$ cat src/rtl/axi_lite_slave_mem_if.sv
// AXI4-Lite bus bundle between a master and the register-memory slave.
// Address/data widths follow the slave's parameters; strobes are one bit per byte.
interface axi_lite_slave_mem_if #(
  parameter int ADDR_WIDTH = 32,
  parameter int DATA_WIDTH = 32
);
  logic [ADDR_WIDTH-1:0]   awaddr;
  logic                    awvalid;
  logic                    awready;
  logic [DATA_WIDTH-1:0]   wdata;
  logic [DATA_WIDTH/8-1:0] wstrb;
  logic                    wvalid;
  logic                    wready;
  logic [1:0]              bresp;
  logic                    bvalid;
  logic                    bready;
  logic [ADDR_WIDTH-1:0]   araddr;
  logic                    arvalid;
  logic                    arready;
  logic [DATA_WIDTH-1:0]   rdata;
  logic [1:0]              rresp;
  logic                    rvalid;
  logic                    rready;

  modport slave (
    input  awaddr, awvalid, wdata, wstrb, wvalid, bready, araddr, arvalid, rready,
    output awready, wready, bresp, bvalid, arready, rdata, rresp, rvalid
  );

  modport master (
    output awaddr, awvalid, wdata, wstrb, wvalid, bready, araddr, arvalid, rready,
    input  awready, wready, bresp, bvalid, arready, rdata, rresp, rvalid
  );
endinterface

$ cat src/rtl/axi_lite_slave_mem.sv
// AXI4-Lite slave backed by a DEPTH-word register memory with byte strobes.
// Independent read and write FSMs, one outstanding transaction per channel.
module axi_lite_slave_mem #(
  parameter int ADDR_WIDTH = 32,
  parameter int DATA_WIDTH = 32,
  parameter int DEPTH      = 16
) (
  input  logic                  aclk,
  input  logic                  areset,
  axi_lite_slave_mem_if.slave   bus
);
  localparam int NUM_LANES = DATA_WIDTH / 8;
  localparam int IDX_W     = $clog2(DEPTH);
  localparam logic [ADDR_WIDTH-1:0] ADDR_LIMIT = ADDR_WIDTH'(DEPTH * 4);
  localparam logic [1:0] RESP_OKAY   = 2'b00;
  localparam logic [1:0] RESP_SLVERR = 2'b10;

  typedef enum logic [1:0] {WR_IDLE, WR_WAIT_DATA, WR_WAIT_ADDR, WR_RESP} wr_state_t;
  typedef enum logic       {RD_IDLE, RD_DATA} rd_state_t;

  logic [DATA_WIDTH-1:0] mem [DEPTH];

  // ---------------- write channel ----------------
  wr_state_t             wr_state_reg, wr_state_next;
  logic                  awready_reg, wready_reg, bvalid_reg;
  logic [1:0]            bresp_reg;
  logic [ADDR_WIDTH-1:0] awaddr_reg;
  logic [DATA_WIDTH-1:0] wdata_reg;
  logic [NUM_LANES-1:0]  wstrb_reg;

  logic                  aw_hs, w_hs, wr_commit, latch_addr, latch_data;
  logic [ADDR_WIDTH-1:0] wr_addr;
  logic [DATA_WIDTH-1:0] wr_data;
  logic [NUM_LANES-1:0]  wr_strb;
  logic                  wr_in_range;
  logic [IDX_W-1:0]      wr_idx;

  assign aw_hs = bus.awvalid && awready_reg;
  assign w_hs  = bus.wvalid && wready_reg;

  // Whichever half arrived first is taken from the latch, the other straight off the bus.
  assign wr_addr     = (wr_state_reg == WR_WAIT_DATA) ? awaddr_reg : bus.awaddr;
  assign wr_data     = (wr_state_reg == WR_WAIT_ADDR) ? wdata_reg  : bus.wdata;
  assign wr_strb     = (wr_state_reg == WR_WAIT_ADDR) ? wstrb_reg  : bus.wstrb;
  assign wr_in_range = (wr_addr < ADDR_LIMIT);
  assign wr_idx      = wr_addr[IDX_W+1:2];

  always_comb begin
    wr_state_next = wr_state_reg;
    wr_commit     = 1'b0;
    latch_addr    = 1'b0;
    latch_data    = 1'b0;
    case (wr_state_reg)
      WR_IDLE: begin
        if (aw_hs && w_hs) begin
          wr_commit     = 1'b1;
          wr_state_next = WR_RESP;
        end else if (aw_hs) begin
          latch_addr    = 1'b1;
          wr_state_next = WR_WAIT_DATA;
        end else if (w_hs) begin
          latch_data    = 1'b1;
          wr_state_next = WR_WAIT_ADDR;
        end
      end
      WR_WAIT_DATA: begin
        if (w_hs) begin
          wr_commit     = 1'b1;
          wr_state_next = WR_RESP;
        end
      end
      WR_WAIT_ADDR: begin
        if (aw_hs) begin
          wr_commit     = 1'b1;
          wr_state_next = WR_RESP;
        end
      end
      WR_RESP: begin
        if (bvalid_reg && bus.bready) wr_state_next = WR_IDLE;
      end
      default: wr_state_next = WR_IDLE;
    endcase
  end

  // Ready/valid flags are registered copies of what the next state wants.
  always_ff @(posedge aclk or posedge areset) begin
    if (areset) begin
      wr_state_reg <= WR_IDLE;
      awready_reg  <= 1'b0;
      wready_reg   <= 1'b0;
      bvalid_reg   <= 1'b0;
      bresp_reg    <= RESP_OKAY;
      awaddr_reg   <= '0;
      wdata_reg    <= '0;
      wstrb_reg    <= '0;
    end else begin
      wr_state_reg <= wr_state_next;
      awready_reg  <= (wr_state_next == WR_IDLE) || (wr_state_next == WR_WAIT_ADDR);
      wready_reg   <= (wr_state_next == WR_IDLE) || (wr_state_next == WR_WAIT_DATA);
      bvalid_reg   <= (wr_state_next == WR_RESP);
      if (latch_addr) awaddr_reg <= bus.awaddr;
      if (latch_data) begin
        wdata_reg <= bus.wdata;
        wstrb_reg <= bus.wstrb;
      end
      if (wr_commit) bresp_reg <= wr_in_range ? RESP_OKAY : RESP_SLVERR;
    end
  end

  logic [NUM_LANES-1:0] lane_we;
  for (genvar gi = 0; gi < NUM_LANES; gi++) begin : g_lane_we
    assign lane_we[gi] = wr_commit && wr_in_range && wr_strb[gi];
  end

  always_ff @(posedge aclk or posedge areset) begin
    if (areset) begin
      for (int i = 0; i < DEPTH; i++) mem[i] <= '0;
    end else begin
      for (int b = 0; b < NUM_LANES; b++) begin
        if (lane_we[b]) mem[wr_idx][8*b +: 8] <= wr_data[8*b +: 8];
      end
    end
  end

  // ---------------- read channel ----------------
  rd_state_t             rd_state_reg, rd_state_next;
  logic                  arready_reg, rvalid_reg;
  logic [DATA_WIDTH-1:0] rdata_reg;
  logic [1:0]            rresp_reg;
  logic                  ar_hs, rd_in_range;
  logic [IDX_W-1:0]      rd_idx;

  assign ar_hs       = bus.arvalid && arready_reg;
  assign rd_in_range = (bus.araddr < ADDR_LIMIT);
  assign rd_idx      = bus.araddr[IDX_W+1:2];

  always_comb begin
    rd_state_next = rd_state_reg;
    case (rd_state_reg)
      RD_IDLE: if (ar_hs) rd_state_next = RD_DATA;
      RD_DATA: if (rvalid_reg && bus.rready) rd_state_next = RD_IDLE;
      default: rd_state_next = RD_IDLE;
    endcase
  end

  // Sampling mem here with non-blocking writes gives pre-write data on a same-edge collision.
  always_ff @(posedge aclk or posedge areset) begin
    if (areset) begin
      rd_state_reg <= RD_IDLE;
      arready_reg  <= 1'b0;
      rvalid_reg   <= 1'b0;
      rdata_reg    <= '0;
      rresp_reg    <= RESP_OKAY;
    end else begin
      rd_state_reg <= rd_state_next;
      arready_reg  <= (rd_state_next == RD_IDLE);
      rvalid_reg   <= (rd_state_next == RD_DATA);
      if (ar_hs) begin
        rdata_reg <= rd_in_range ? mem[rd_idx] : '0;
        rresp_reg <= rd_in_range ? RESP_OKAY : RESP_SLVERR;
      end
    end
  end

  assign bus.awready = awready_reg;
  assign bus.wready  = wready_reg;
  assign bus.bvalid  = bvalid_reg;
  assign bus.bresp   = bresp_reg;
  assign bus.arready = arready_reg;
  assign bus.rvalid  = rvalid_reg;
  assign bus.rdata   = rdata_reg;
  assign bus.rresp   = rresp_reg;
endmodule

$ cat src/flat_wrapper.sv
// flat-port wrapper written by rule: the top's interface ports become plain ports
module axi_lite_slave_mem_flat 
#(
  parameter int ADDR_WIDTH = 32,
  parameter int DATA_WIDTH = 32,
  parameter int DEPTH      = 16
)
  (aclk, areset, bus_awaddr, bus_awvalid, bus_wdata, bus_wstrb, bus_wvalid, bus_bready, bus_araddr, bus_arvalid, bus_rready, bus_awready, bus_wready, bus_bresp, bus_bvalid, bus_arready, bus_rdata, bus_rresp, bus_rvalid);
  axi_lite_slave_mem_if #(.ADDR_WIDTH(ADDR_WIDTH), .DATA_WIDTH(DATA_WIDTH)) bus_i ();
  input  logic aclk;
  input  logic areset;
  input wire logic [$bits(bus_i.awaddr)-1:0] bus_awaddr;
  input wire logic [$bits(bus_i.awvalid)-1:0] bus_awvalid;
  input wire logic [$bits(bus_i.wdata)-1:0] bus_wdata;
  input wire logic [$bits(bus_i.wstrb)-1:0] bus_wstrb;
  input wire logic [$bits(bus_i.wvalid)-1:0] bus_wvalid;
  input wire logic [$bits(bus_i.bready)-1:0] bus_bready;
  input wire logic [$bits(bus_i.araddr)-1:0] bus_araddr;
  input wire logic [$bits(bus_i.arvalid)-1:0] bus_arvalid;
  input wire logic [$bits(bus_i.rready)-1:0] bus_rready;
  output wire logic [$bits(bus_i.awready)-1:0] bus_awready;
  output wire logic [$bits(bus_i.wready)-1:0] bus_wready;
  output wire logic [$bits(bus_i.bresp)-1:0] bus_bresp;
  output wire logic [$bits(bus_i.bvalid)-1:0] bus_bvalid;
  output wire logic [$bits(bus_i.arready)-1:0] bus_arready;
  output wire logic [$bits(bus_i.rdata)-1:0] bus_rdata;
  output wire logic [$bits(bus_i.rresp)-1:0] bus_rresp;
  output wire logic [$bits(bus_i.rvalid)-1:0] bus_rvalid;
  assign bus_i.awaddr = bus_awaddr;
  assign bus_i.awvalid = bus_awvalid;
  assign bus_i.wdata = bus_wdata;
  assign bus_i.wstrb = bus_wstrb;
  assign bus_i.wvalid = bus_wvalid;
  assign bus_i.bready = bus_bready;
  assign bus_i.araddr = bus_araddr;
  assign bus_i.arvalid = bus_arvalid;
  assign bus_i.rready = bus_rready;
  assign bus_awready = bus_i.awready;
  assign bus_wready = bus_i.wready;
  assign bus_bresp = bus_i.bresp;
  assign bus_bvalid = bus_i.bvalid;
  assign bus_arready = bus_i.arready;
  assign bus_rdata = bus_i.rdata;
  assign bus_rresp = bus_i.rresp;
  assign bus_rvalid = bus_i.rvalid;
  axi_lite_slave_mem #(.ADDR_WIDTH(ADDR_WIDTH), .DATA_WIDTH(DATA_WIDTH), .DEPTH(DEPTH)) u_core (.aclk(aclk), .areset(areset), .bus(bus_i));
endmodule
$ cat config.mk
export PLATFORM = sky130hd
export DESIGN_NAME = axi_lite_slave_mem_flat
export DESIGN_NICKNAME = d
export VERILOG_FILES = /design/src/rtl/axi_lite_slave_mem_if.sv /design/src/rtl/axi_lite_slave_mem.sv /design/src/flat_wrapper.sv
export SDC_FILE = /design/constraint.sdc
export NUM_CORES = 1
export LEC_CHECK = 0
export BUFFER_PORTS_ARGS = -buffer_cell sky130_fd_sc_hd__buf_2
export CORE_AREA = 5 5 170 294
export CTS_CLUSTER_DIAMETER = 80
export CTS_CLUSTER_SIZE = 30
export DETAILED_ROUTE_END_ITERATION = 7
export DIE_AREA = 0 0 175 299
export PLACE_DENSITY = 0.79
export SKIP_CTS_REPAIR_TIMING = 1
export SLEW_MARGIN = 20
export SYNTH_ARGS = -nofsm -noshare
export SYNTH_HDL_FRONTEND = slang
export SYNTH_SLANG_ARGS = --single-unit
$ cat constraint.sdc
create_clock -name aclk -period 24.9 [get_ports aclk]
set_input_delay 0 -clock aclk [delete_from_list [all_inputs] [get_ports aclk]]
set_output_delay 0 -clock aclk [all_outputs]
set_load 0.005 [all_outputs]
==> results.cfg, run 1 <==
[power_and_ir_drop]
ir_drop_uv = 41.57
total_power_mw = 1.897
p_leak_nw = 15.00
p_per_area_mw_per_mm2 = 61.31

[global_routing]
grt_use_total_pct = 24.62
grt_max_degree = 197
grt_pass1_vias = 17040
overflow = 0
antenna_found_initial = 0
grt_pass1_wl_mm = 99.60

[floorplan]
ioPinCount = 148
core_mm2 = 0.04748
die_area_mm2 = 0.05233
die_w_um = 175
initial_core_util_pct = 59.78
rows = 106
dieHeight_um = 299

[worst_setup_path]
arrival_ns = 4.41
critPathSlowestCell = nor3_2
crit_path_start_kind = flop
cp_num_buf_inv = 1
r2r_cells = 6
path_cells = nor2b_4 > buf_4 > mux2_2 > o211ai_4 > nor3_2 > mux2_2
regToRegEndpoint = u_core.mem[37]$_DFFE_PP0P_
cpLargestDelayFamily = simple AND/OR/NAND/NOR gates
crit_type = reg -> reg
worstPathMaxFanout = 24
r2r-start = u_core.wr_state_reg[1]$_DFF_PP0_
crit_top_cell = mux2_2
max_stage_delay_ns = 1.03
regToRegSetupSlack_ns = 20.97
cp.required_ns = 25.38
worstSetupEndpointType = flop

[layout]
mostFrequentLayoutCell = dfrtp_1
drive_above_1_share_pct = 54.33
register_area_mm2 = 0.01549
multi_input_area_mm2 = 0.01231
final_cell_mix = dfrtp_1 (619), mux2_2 (610), mux4_2 (160), buf_2 (139), dlygate4sd3_1 (71)
diodes = 0
largest_reg_flops = 512
syn_to_final_growth_pct = 9.015
fin_nets = 2014
instances_no_fill = 2501
fillCellCount = 3335

[cts]
htreeDepth = 1
clock-sinks = 619
cts_tree = yes
clk_path_buf_depth = 3
cts_root_buf = clkbuf_16
clk_pin_slew_ns = 0.11
clk_latency_ns = 0.59
cts_buffers = 24

[placed_design]
post-dp-hpwl_mm = 39.51
place_congestion = 0.7839
port_buffers = 141
numPlacedInstances = 2403

[sta]
tightest_slew_ns = 1.138
relSlewSlack_pct = 23.71
clock_skew_ns = 0.01838
drv_slew = 0
period_needed_ns = 3.929
fin_tns_setup_ns = 0
post-route-period-util_pct = 15.78
fmaxAchievable_ghz = 0.2545
setup_viol = 0
rsz0062_at_grt = no
hold_violations = 0

[yosys]
synth-seq-cells = 619
synth.area.top_cells = dfrtp_1 (55%), mux2_2 (24%), mux4_2 (13%), nor3_4 (2.3%), nor3_2 (0.85%)
syn_inst = 1753
ys_seq_area_share_pct = 54.58
yosys.cell_types.count = 33
yosysTopAreaCell = dfrtp_1
synth_top_area_share_pct = 54.58
synth_warnings = 0
netlist_area_mm2 = 0.02838
synth_area_per_cell_um2 = 16.19

[routing]
drt_pass1_iterations = 5
antenna_left = 0
drtIter0Drc = 1146
finalWirelength_mm = 64.44
vias = 15790
routed_via_density = 6.314
post-route-drc-count = 0
post_drt_wl_per_cell_um = 25.77

[job]
max-cap-violations = 0

[status]
status = complete, no violations

[worst_hold_path]
hold_class = in -> async
==> layout make-up <==
cell class / count / area share (%)
tap: 594 / 2.402
clock inverter: 1 / 0.05257
timing repair buffer: 228 / 5.148
clock buffer: 25 / 2.022
inverter: 41 / 0.5217
sequential: 619 / 50.06
multi-input combinational: 993 / 39.79
==> metal layers <==
layer / part of all wire [%] / global-route usage [%]
met1: 38 / 31.64
met5: 0 / 0
met4: 3.2 / 7.115
met2: 54 / 44.51
met3: 4.2 / 2.645
==> power by group <==
group          switching (mW)  internal [mW]
registers              0.0355           1.06
logic                   0.205          0.117
clock network           0.298          0.183
==> how the worst max path moves through the flow <==
stage / endpoint / from / slack [ns] / cells after the start
after floorplan: u_core.awaddr_reg[10]$_DFFE_PP0P_ / areset / 7.57 / 1
after global placement: u_core.mem[167]$_DFFE_PP0P_ / u_core.wr_state_reg[1]$_DFF_PP0_ / 20.97 / 6
after detailed placement: u_core.mem[12]$_DFFE_PP0P_ / u_core.wr_state_reg[1]$_DFF_PP0_ / 20.93 / 6
after CTS: u_core.mem[10]$_DFFE_PP0P_ / u_core.wr_state_reg[1]$_DFF_PP0_ / 20.90 / 6
after global routing: u_core.mem[167]$_DFFE_PP0P_ / u_core.wr_state_reg[1]$_DFF_PP0_ / 20.78 / 6
final: u_core.mem[37]$_DFFE_PP0P_ / u_core.wr_state_reg[1]$_DFF_PP0_ / 20.97 / 6
==> worst register-to-register path: cells and delay by family (launching register included) <==
family / cells / cell delay (ns)
AND/OR/NAND/NOR: 2 / 1.63
flip-flops: 1 / 0.60
AO/OA/AOI/OAI: 1 / 0.31
multiplexers: 2 / 0.72
buffers and inverters: 1 / 0.56
==> kinds of logic (layout without fill, tap and decap cells) <==
logic type / count (synthesis) / count (layout) / share of synthesized area [%]
buffers and inverters: 142 / 295 / 2.138
and+or+nand+nor: 164 / 164 / 4.911
DFF: 619 / 619 / 54.58
AOI/OAI and AO/OA: 53 / 53 / 1.318
other: 1 / 2 / 0.01321
muxes: 774 / 774 / 37.04
==> cell usage after synthesis (all sizes together) <==
cell type and count:
a211oi 1, a21boi 1, a21oi 3, a31o 6, and4 2, and4b 1
and4bb 3, buf 40, clkbuf 61, conb 1, dfrtp 619, inv 41
mux2 611, mux2i 3, mux4 160, nand2 59, nand2b 2, nand4 5
nor2 4, nor2b 2, nor3 65, nor4 18, nor4b 2, nor4bb 1
o211ai 4, o21ai 37, o22a 1
==> through the flow <==
step	worst slack [ns]	hold slack, ns	util (%)	area [um2]
detailed placement	20.93	0.1760	62.22	29540
finish	20.97	0.05615	65.17	30940
global placement	20.97	0.1549	62.22	29540
global route	20.78	0.1161	65.17	30940
floorplan	7.566	0.1137	-	28390
CTS	20.90	-0.4655	63.57	30190
No activity file was read; power rests on OpenSTA's default activity.
==> run 2, diff against run 1 <==
--- a/config.mk
+++ b/config.mk
@@ -6,12 +6,12 @@
 export NUM_CORES = 1
 export LEC_CHECK = 0
 export BUFFER_PORTS_ARGS = -buffer_cell sky130_fd_sc_hd__buf_2
-export CORE_AREA = 5 5 170 294
+export CORE_AREA = 5 5 177 306
 export CTS_CLUSTER_DIAMETER = 80
 export CTS_CLUSTER_SIZE = 30
 export DETAILED_ROUTE_END_ITERATION = 7
-export DIE_AREA = 0 0 175 299
-export PLACE_DENSITY = 0.79
+export DIE_AREA = 0 0 182 311
+export PLACE_DENSITY = 0.76
 export SKIP_CTS_REPAIR_TIMING = 1
 export SLEW_MARGIN = 20
 export SYNTH_ARGS = -nofsm -noshare
==> constraint.sdc (replaced) <==
create_clock -name aclk -period 3.17 [get_ports aclk]
set_input_delay 0 -clock aclk [delete_from_list [all_inputs] [get_ports aclk]]
set_output_delay 0 -clock aclk [all_outputs]
set_load 0.005 [all_outputs]
==> results.cfg, run 2 (synthesis gave the netlist of run 1 again) <==
[sta]
hold_violations = 0
relSlewSlack_pct = 34.41
period_needed_ns = 3.007
fmaxAchievable_ghz = 0.3325
setup_viol = 0
drv_slew = 0
rsz0062_at_grt = no
clock_skew_ns = 0.03195
post-route-period-util_pct = 94.87
fin_ws_ns = 0.1626
tightest_slew_ns = 0.9792

[power_and_ir_drop]
p_per_area_mw_per_mm2 = 474.1
p_leak_nw = 15.45
ir_drop_uv = 377.8

[cts]
clock-sinks = 619
clk_path_buf_depth = 3
cts_buffers = 24
cts_tree = yes
cts_root_buf = clkbuf_16
clk_pin_slew_ns = 0.12
clk_latency_ns = 0.60
htreeDepth = 1

[worst_setup_path]
worstSetupEndpointType = flop
critPathSlowestCell = nor3_4
cp_num_buf_inv = 1
cpLargestDelayFamily = compound AO/OA/AOI/OAI gates
path_cells = buf_4 > a21oi_1 > a211oi_4 > o211ai_4 > nor3_4 > mux2_2
r2r-start = u_core.wr_state_reg[0]$_DFF_PP0_
regToRegEndpoint = u_core.mem[289]$_DFFE_PP0P_
regToRegSetupSlack_ns = 0.16
arrival_ns = 3.49
max_stage_delay_ns = 0.66
worstPathMaxFanout = 16
cp.required_ns = 3.66
r2r_cells = 6
crit_type = reg -> reg
crit_path_start_kind = flop

[worst_hold_path]
min_from = bus_arvalid
whs_path_depth = 5
hold_class = in -> reg
hold_end = u_core.bus.rdata[27]$_DFFE_PP0P_

[placed_design]
post-dp-hpwl_mm = 43.14
port_buffers = 141
preCtsSetupSlack_ns = 0.1163
place_congestion = 0.8079
dpl_cell_area_mm2 = 0.03031

[layout]
fillCellCount = 3725
syn_to_final_growth_pct = 11.89
mostFrequentLayoutCell = dfrtp_1
largest_reg_flops = 512
drive_above_1_share_pct = 56.14
final_core_util_pct = 61.86
diodes = 0
fin_nets = 2094
final_cell_mix = dfrtp_1 (619), mux2_2 (610), mux4_2 (160), buf_2 (139), buf_4 (84)
fin_area_mm2 = 0.03176

[floorplan]
core_mm2 = 0.05134
initial_core_util_pct = 55.29
rows = 110
die_w_um = 182
dieHeight_um = 311
ioPinCount = 148
die_area_mm2 = 0.05660

[routing]
drtIter0Drc = 1049
antenna_left = 0
routed_via_density = 6.043
finalWirelength_mm = 65.74
post_drt_wl_per_cell_um = 24.72
drt_pass1_iterations = 5
post-route-drc-count = 0
vias = 16080

[global_routing]
grt_pass1_vias = 17710
grt_pass1_wl_mm = 103.2
grt_max_degree = 187
overflow = 0
antenna_found_initial = 0
grt_use_total_pct = 23.15

[job]
max-cap-violations = 0

[status]
status = complete, no violations
run 2: worst reg2reg max path: cells and delay by family, from the launching register on:
family,cells,cell delay (ns)
and+or+nand+nor,1,0.66
muxes,1,0.41
buffers and inverters,1,0.19
DFF,1,0.45
AOI/OAI and AO/OA,3,1.18
run 2: layout make-up:
cell class                      count  area (um2)  area share [%]
Clock buffer                       25       625.6           1.970
Multi-Input combinational cell    993       12310           38.75
Timing Repair Buffer              308        2297           7.234
Inverter                           41       157.7          0.4965
Tap cell                          672       840.8           2.648
Clock inverter                      2       38.79          0.1221
Sequential cell                   619       15490           48.78
run 2: power breakdown:
group,switching (mW),internal (mW)
combinational,1.66,0.964
sequential,0.247,8.32
clock,2.35,1.51
run 2: layer usage:
layer / vias up / routed length (um) / part of all wire (%) / global-route usage, %
met5: - / 0 / 0 / 0
met4: 0 / 2285 / 3.5 / 8.040
met3: 107 / 2127 / 3.2 / 2.152
met2: 344 / 35750 / 54 / 41.68
met1: 8660 / 25580 / 39 / 29.30
li1: 6964 / - / - / -
run 2: worst max path at each step:
stage | from | endpoint | slack [ns] | depth (start not counted)
3_5_place_dp | u_core.wr_state_reg[1]$_DFF_PP0_ | u_core.mem[349]$_DFFE_PP0P_ | 0.12 | 6
5_1_grt | u_core.wr_state_reg[1]$_DFF_PP0_ | u_core.mem[188]$_DFFE_PP0P_ | 0.01 | 7
3_3_place_gp | u_core.wr_state_reg[1]$_DFF_PP0_ | u_core.mem[348]$_DFFE_PP0P_ | 0.22 | 6
6_report | u_core.wr_state_reg[0]$_DFF_PP0_ | u_core.mem[289]$_DFFE_PP0P_ | 0.16 | 6
2_1_floorplan | areset | u_core.awaddr_reg[10]$_DFFE_PP0P_ | -5.28 | 1
4_1_cts | u_core.wr_state_reg[1]$_DFF_PP0_ | u_core.mem[349]$_DFFE_PP0P_ | 0.08 | 6
run 2: per-stage QoR:
stage / instances / total power [mW] / hold slack [ns] / setup TNS [ns]
after global routing: 2660 / 15.66 / 0.09893 / 0
final: 2660 / 15.06 / 0.06864 / 0
after CTS: 2584 / 15.08 / -0.6624 / 0
after floorplan: 1754 / 10.46 / 0.1137 / -3267.69
after global placement: 2557 / 11.08 / -0.01722 / 0
after detailed placement: 2557 / 11.24 / -0.007112 / 0
